$ cat config.mk
export PLATFORM = sky130hd
export DESIGN_NAME = alu_mdu
export DESIGN_NICKNAME = d
export VERILOG_FILES = /design/src/rtl/alu_mdu.sv
export SDC_FILE = /design/constraint.sdc
export NUM_CORES = 1
export LEC_CHECK = 0
export BUFFER_PORTS_ARGS = -buffer_cell sky130_fd_sc_hd__buf_2
export CAP_MARGIN = 20
export CORE_ASPECT_RATIO = 0.5
export CORE_MARGIN = 2
export CORE_UTILIZATION = 38
export CTS_BUF_LIST = sky130_fd_sc_hd__clkbuf_8
export DETAILED_ROUTE_END_ITERATION = 16
export GPL_ROUTABILITY_DRIVEN = 1
export PLACE_DENSITY_LB_ADDON = 0.08
export SLEW_MARGIN = 20
export SYNTH_ARGS = -nofsm -noshare
export SYNTH_HDL_FRONTEND = slang
export SYNTH_SLANG_ARGS = --single-unit
export TNS_END_PERCENT = 20
$ cat constraint.sdc
create_clock -name clk -period 5.2 [get_ports clk]
set_input_delay 1.04 -clock clk [delete_from_list [all_inputs] [get_ports clk]]
set_output_delay 1.04 -clock clk [all_outputs]
set_load 0.03 [all_outputs]
$ cat src/rtl/alu_mdu.sv
// alu_mdu: iterative multiply/divide unit with HI/LO registers.
//  MULT/MULTU use one shift-add step per cycle, DIV/DIVU one restoring
//  shift-subtract step per cycle; signed ops run on magnitudes and fix
//  the result signs on the final step. MTHI/MTLO write HI/LO directly.
//  Optional macro MDU_FAST_MUL_EN: MULT/MULTU complete in a single cycle
//  from a registered full-width product; DIV/DIVU stay iterative.
module alu_mdu #(
  parameter int WIDTH = 32
) (
  input  logic             clk,
  input  logic             rst,
  input  logic             start,
  input  logic [5:0]       op,
  input  logic [WIDTH-1:0] src1,
  input  logic [WIDTH-1:0] src2,
  input  logic             cancel,
  output logic             busy,
  output logic             done,
  output logic [WIDTH-1:0] hi,
  output logic [WIDTH-1:0] lo
);

  localparam int CNT_W = $clog2(WIDTH) + 1;

  localparam logic [5:0] OP_MULT  = 6'b011000;
  localparam logic [5:0] OP_MULTU = 6'b011001;
  localparam logic [5:0] OP_DIV   = 6'b011010;
  localparam logic [5:0] OP_DIVU  = 6'b011011;
  localparam logic [5:0] OP_MTHI  = 6'b010001;
  localparam logic [5:0] OP_MTLO  = 6'b010011;

`ifdef MDU_FAST_MUL_EN
  localparam int MUL_CYC = 1;
`else
  localparam int MUL_CYC = WIDTH;
`endif

  typedef enum logic {S_IDLE, S_RUN} state_t;

  state_t state_q, state_d;

  logic [CNT_W-1:0] cnt_q;
  logic             done_q;
  logic [WIDTH-1:0] hi_q, lo_q;

  // operand / partial-result registers (data only, no reset)
  logic [WIDTH-1:0] a_q;      // multiplicand or divisor magnitude
  logic [WIDTH-1:0] p_hi_q;   // product upper half / partial remainder
  logic [WIDTH-1:0] p_lo_q;   // multiplier shifter / dividend-quotient shifter
  logic             is_div_q;
  logic             neg_q;    // negate product or quotient at the end
  logic             rneg_q;   // negate remainder at the end
  logic             div0_q;   // divisor was zero

  logic step_en, finish, last;

  // conditional two's-complement negate, operand width
  function automatic logic [WIDTH-1:0] cond_neg(input logic [WIDTH-1:0] v,
                                                input logic n);
    return n ? -v : v;
  endfunction

  // conditional two's-complement negate, double width
  function automatic logic [2*WIDTH-1:0] cond_neg2(input logic [2*WIDTH-1:0] v,
                                                   input logic n);
    return n ? -v : v;
  endfunction

  // ---------------- request decode ----------------
  logic is_mul_op, is_div_op, signed_op;
  logic accept, acc_muldiv, acc_mthi, acc_mtlo;
  logic sgn_a, sgn_b;
  logic [WIDTH-1:0] mag_a, mag_b;

  assign is_mul_op  = (op == OP_MULT) || (op == OP_MULTU);
  assign is_div_op  = (op == OP_DIV)  || (op == OP_DIVU);
  assign signed_op  = (op == OP_MULT) || (op == OP_DIV);
  assign accept     = start && !busy && !cancel;
  assign acc_muldiv = accept && (is_mul_op || is_div_op);
  assign acc_mthi   = accept && (op == OP_MTHI);
  assign acc_mtlo   = accept && (op == OP_MTLO);

  assign sgn_a = signed_op && src1[WIDTH-1];
  assign sgn_b = signed_op && src2[WIDTH-1];
  assign mag_a = cond_neg(src1, sgn_a);
  assign mag_b = cond_neg(src2, sgn_b);

  assign last = (cnt_q == CNT_W'(1));

  // state register
  always_ff @(posedge clk) begin
    if (rst) state_q <= S_IDLE;
    else     state_q <= state_d;
  end

  // next-state logic
  always_comb begin
    state_d = state_q;
    case (state_q)
      S_IDLE: if (acc_muldiv) state_d = S_RUN;
      S_RUN:  if (cancel || last) state_d = S_IDLE;
      default: state_d = S_IDLE;
    endcase
  end

  // FSM outputs: busy, per-cycle step enable, completion strobe
  always_comb begin
    busy    = 1'b0;
    step_en = 1'b0;
    finish  = 1'b0;
    if (state_q == S_RUN) begin
      busy    = 1'b1;
      step_en = !cancel;
      finish  = !cancel && last;
    end
  end

  // ---------------- iteration step ----------------
  logic [WIDTH:0]   mul_sum;
  logic [WIDTH-1:0] mul_hi_n, mul_lo_n;
  logic [WIDTH:0]   div_sh, div_diff;
  logic             div_ok;
  logic [WIDTH-1:0] div_hi_n, div_lo_n;
  logic [WIDTH-1:0] step_hi, step_lo;

  assign mul_sum  = {1'b0, p_hi_q} + (p_lo_q[0] ? {1'b0, a_q} : {(WIDTH+1){1'b0}});
  assign mul_hi_n = mul_sum[WIDTH:1];
  assign mul_lo_n = {mul_sum[0], p_lo_q[WIDTH-1:1]};

  // restoring divide: remainder < divisor, so WIDTH+1 bits hold the trial difference
  assign div_sh   = {p_hi_q, p_lo_q[WIDTH-1]};
  assign div_diff = div_sh - {1'b0, a_q};
  assign div_ok   = !div_diff[WIDTH];
  assign div_hi_n = div_ok ? div_diff[WIDTH-1:0] : div_sh[WIDTH-1:0];
  assign div_lo_n = {p_lo_q[WIDTH-2:0], div_ok};

  assign step_hi = is_div_q ? div_hi_n : mul_hi_n;
  assign step_lo = is_div_q ? div_lo_n : mul_lo_n;

  // ---------------- final result ----------------
  logic [2*WIDTH-1:0] prod_mag, prod_res;
  logic [WIDTH-1:0]   quo_res, rem_res, res_hi, res_lo;

`ifdef MDU_FAST_MUL_EN
  assign prod_mag = {p_hi_q, p_lo_q};
`else
  assign prod_mag = {mul_hi_n, mul_lo_n};
`endif
  assign prod_res = cond_neg2(prod_mag, neg_q);
  // divide by zero: quotient all ones, remainder equals the dividend
  assign quo_res  = div0_q ? {WIDTH{1'b1}} : cond_neg(div_lo_n, neg_q);
  assign rem_res  = cond_neg(div_hi_n, rneg_q);
  assign res_hi   = is_div_q ? rem_res : prod_res[2*WIDTH-1:WIDTH];
  assign res_lo   = is_div_q ? quo_res : prod_res[WIDTH-1:0];

  // iteration counter: loaded on accept, counts down each step, cleared on cancel
  always_ff @(posedge clk) begin
    if (rst)             cnt_q <= '0;
    else if (acc_muldiv) cnt_q <= is_div_op ? CNT_W'(WIDTH) : CNT_W'(MUL_CYC);
    else if (step_en)    cnt_q <= cnt_q - CNT_W'(1);
    else if (busy)       cnt_q <= '0;
  end

  // operand latch on accept, then one shift step per running cycle
  always_ff @(posedge clk) begin
    if (acc_muldiv) begin
      is_div_q <= is_div_op;
      neg_q    <= sgn_a ^ sgn_b;
      if (is_div_op) begin
        a_q    <= mag_b;
        p_hi_q <= '0;
        p_lo_q <= mag_a;
        rneg_q <= sgn_a;
        div0_q <= (src2 == '0);
      end else begin
        a_q    <= mag_a;
        rneg_q <= 1'b0;
        div0_q <= 1'b0;
`ifdef MDU_FAST_MUL_EN
        {p_hi_q, p_lo_q} <= {{WIDTH{1'b0}}, mag_a} * {{WIDTH{1'b0}}, mag_b};
`else
        p_hi_q <= '0;
        p_lo_q <= mag_b;
`endif
      end
    end else if (step_en) begin
      p_hi_q <= step_hi;
      p_lo_q <= step_lo;
    end
  end

  // completion pulse, one cycle after the final step
  always_ff @(posedge clk) begin
    if (rst) done_q <= 1'b0;
    else     done_q <= finish;
  end

  // architectural HI/LO: written by completion or MTHI/MTLO only
  always_ff @(posedge clk) begin
    if (rst) begin
      hi_q <= '0;
      lo_q <= '0;
    end else if (finish) begin
      hi_q <= res_hi;
      lo_q <= res_lo;
    end else begin
      if (acc_mthi) hi_q <= src1;
      if (acc_mtlo) lo_q <= src1;
    end
  end

  assign done = done_q;
  assign hi   = hi_q;
  assign lo   = lo_q;

endmodule

==> run metrics <==
max_cap viols=0; Die ar.=0.0481 sq mm; deepest clock path buffer count=2; DIE WIDTH=308 um; Slew Viols, Final=0; yosys warns=0; worst min path class=reg -> reg; fillers=4,716; internal reg-to-reg setup slack=0.17 ns; Critical R2R Capture=hi[31]; Min Hold Slack=0.491 ns; H-Tree Level Count=4; Slew @ Worst Pin=1.05 ns; hold-fix buffers at CTS=0; dpl hpwl=58,300 um; WS Path Type=reg -> reg; Remaining Overflow, GRT=0; fin nets=2,593; Core Area=0.0454 sq mm; area grow syn2layout=12.4%; # DRC=0; num rows=55; outcome=finished clean; Reg2Reg Depth=17; die height=156 um; fmax=0.199 GHz; worst hold stages=2; final setup vio count=0; Period minus WS final=5.03 ns; gpl congestion=0.988; EDFF count, synth=68; gr usage total=30.7%; TritonRoute pass-1 iters=7; share of layout cells above drive strength 1=14.1%; Synth Cell Area=0.0176 sq mm; routed wire length per instance=24.6 um; Worst slew margin=29.8%; CTS root buffer=clkbuf_8; via count=18,690; clk sinks=172; R2R Path Start=p_lo_q[0]; Post-Syn Area per Cell=7.53 sq um; critical path peak fanout=16; Main synth FF type=dfxtp_1; WP data required=5.61 ns; first-pass GRT wire length=111,000 um; Peak VDD IR=0.165 mV; CP startpoint kind=flip-flop; Pleak=8.31 nW; Syn Inst Count=2,334; unrepaired setup endpoints after global routing=yes; final worst-path cycle share=96.7%; WHS Endpoint=lo[5]; post-synthesis async set-or-reset flop share=0%; fin util=43.5%; setup_tns=0 ns; Design Power=3.11 mW; drt initial violations=2,162; clock slew at reported path FFs=0.11 ns; Final Skew=0.0187 ns; WL final=75,200 um; largest net degree at the start of global routing=73; # IOs=140; initial antenna violation count=2; CTS tree=built; CTS buffer count=17; Yosys cell types=85; post-route ant nets=0; crit path DAT=5.44 ns; n_diodes=0; crit end category=flip-flop; Cell Count Post-Placement=3,025; Final Hold Viols=0; Syn Nets=2,481; post-synthesis sequential area ratio=23.5%; post-CTS setup repair buffer count=0; FF+latch count, synth=172; Port Buf Inserts=139; hold wc startpoint=lo[5]; vias in the first global route=16,846; Non-Filler Instances=3,057; clk_lat worst skew=0.52 ns; power density of the placed cells=158 mW/mm^2; Vias per Instance=6.11; initial core utilization=38.7%
[worst max-delay path, stage by stage, from the launching register on]
cell       delay (ns)
edfxtp_1         0.42
inv_1            0.18
buf_12           0.18
nor2_1           0.06
ha_1             0.36
a21o_1           0.25
a221o_2          0.54
buf_4            0.20
a21o_1           0.22
xor2_1           0.18
nand4b_1         0.39
or3_1            0.54
or3_1            0.48
buf_4            0.17
or2_2            0.29
o2111ai_1        0.19
o2111a_1         0.21
nand3_1          0.06
[state kept, by name, summed over array words and instances, names as in the netlist]
register	cells
a_q	32
hi	32
lo	32
p_hi_q	32
p_lo_q	32
cnt_q	6
div0_q	1
done	1
is_div_q	1
neg_q	1
rneg_q	1
state_q	1
[report_power, final]
group	switching, mW	internal, mW	total, mW
Sequential	0.0142	1.41	1.43
Combinational	0.438	0.240	0.678
Clock	0.648	0.358	1.01
[layout make-up]
type	count	area, sq um	area share (%)
clock buffer	17	234	1.18
clock inverter	15	148	0.748
inverter	75	282	1.43
multi-input combinational	1928	12700	64.1
sequential	172	4120	20.9
tap	598	748	3.79
timing repair buffer	252	1560	7.88
[cell usage in the layout (no fill, tap or decap), types with 54 or more instances in the layout]
cell type and count:
mux2i_1 125, xnor2_1 115, a21oi_1 178, nor2_1 171, edfxtp_1 68, buf_2 139
o21ai_0 163, xor2_1 102, buf_4 112, dfxtp_1 104, nand2_1 312, ha_1 71
nand3_1 54, inv_1 75
[layer usage]
layer	track usage, %	routed length, um	up-vias
li1	-	-	8776
met1	46.2	35700	9017
met2	43.7	30400	842
met3	8.26	8150	55
met4	4.62	876	0
met5	0	0	-
[stage by stage]
| stage | setup WS [ns] | cell area [sq um] |
|---|---|---|
| floorplan | 0.0667 | 17600 |
| global placement | 0.117 | 19300 |
| detailed placement | 0.104 | 19300 |
| CTS | 0.0616 | 19700 |
| global route | -0.0206 | 19700 |
| finish | 0.171 | 19700 |
[cells in the mapped netlist, drive strengths merged (9+ instances only)]
cell type | n | share of area (%)
xor2 | 102 | 5.1
and2 | 21 | 0.75
a21o | 39 | 1.7
mux2i | 125 | 7.1
a21oi | 179 | 5.1
edfxtp | 68 | 12
a211o | 9 | 0.45
and3 | 28 | 1.0
or3 | 22 | 0.81
or4 | 18 | 0.77
nand2b | 17 | 0.65
xnor2 | 116 | 5.8
o21ai | 168 | 4.8
o21a | 11 | 0.47
mux2 | 9 | 0.58
buf | 35 | 0.89
a211oi | 39 | 1.8
o211ai | 17 | 0.73
o22ai | 29 | 1.0
nor2b | 10 | 0.36
nand2 | 312 | 6.7
a31oi | 26 | 0.93
nor3 | 55 | 1.6
clkbuf | 124 | 2.6
o31ai | 44 | 1.9
o41ai | 21 | 1.1
o221ai | 17 | 0.85
nor2 | 175 | 3.8
nand3 | 56 | 1.6
or2 | 13 | 0.46
ha | 71 | 5.1
a311oi | 13 | 0.65
inv | 75 | 1.6
dfxtp | 104 | 12
nand4 | 22 | 0.78
nor4 | 21 | 0.78
[worst max path at each step]
stage / depth (start not counted) / slack, ns / to / startpoint
global placement: 15 / 0.12 / hi[25] / a_q[4]
global route: 17 / -0.02 / hi[31] / p_lo_q[0]
floorplan: 25 / 0.07 / hi[28] / p_lo_q[31]
detailed placement: 19 / 0.10 / hi[28] / p_lo_q[31]
finish: 17 / 0.17 / hi[31] / p_lo_q[0]
CTS: 19 / 0.06 / hi[28] / p_lo_q[31]
[cell families after synthesis]
family                   Yosys count  synth area share, %
flip-flops                       172                 23.5
multiplexers                     134                 7.70
XOR/XNOR                         218                 10.9
AO/OA/AOI/OAI                    702                 26.1
adder cells (fa/ha/maj)           73                 5.28
buffers and inverters            234                 5.14
AND/OR/NAND/NOR                  801                 21.5
[what timing repair did]
| action | in CTS | in global routing |
|---|---|---|
| gates resized for setup | 0 | 15 |
| endpoints found under the setup margin | 0 | 12 |
| endpoints found under the hold margin | 0 | 0 |
Note: power is estimated with default switching activity, not from simulation.
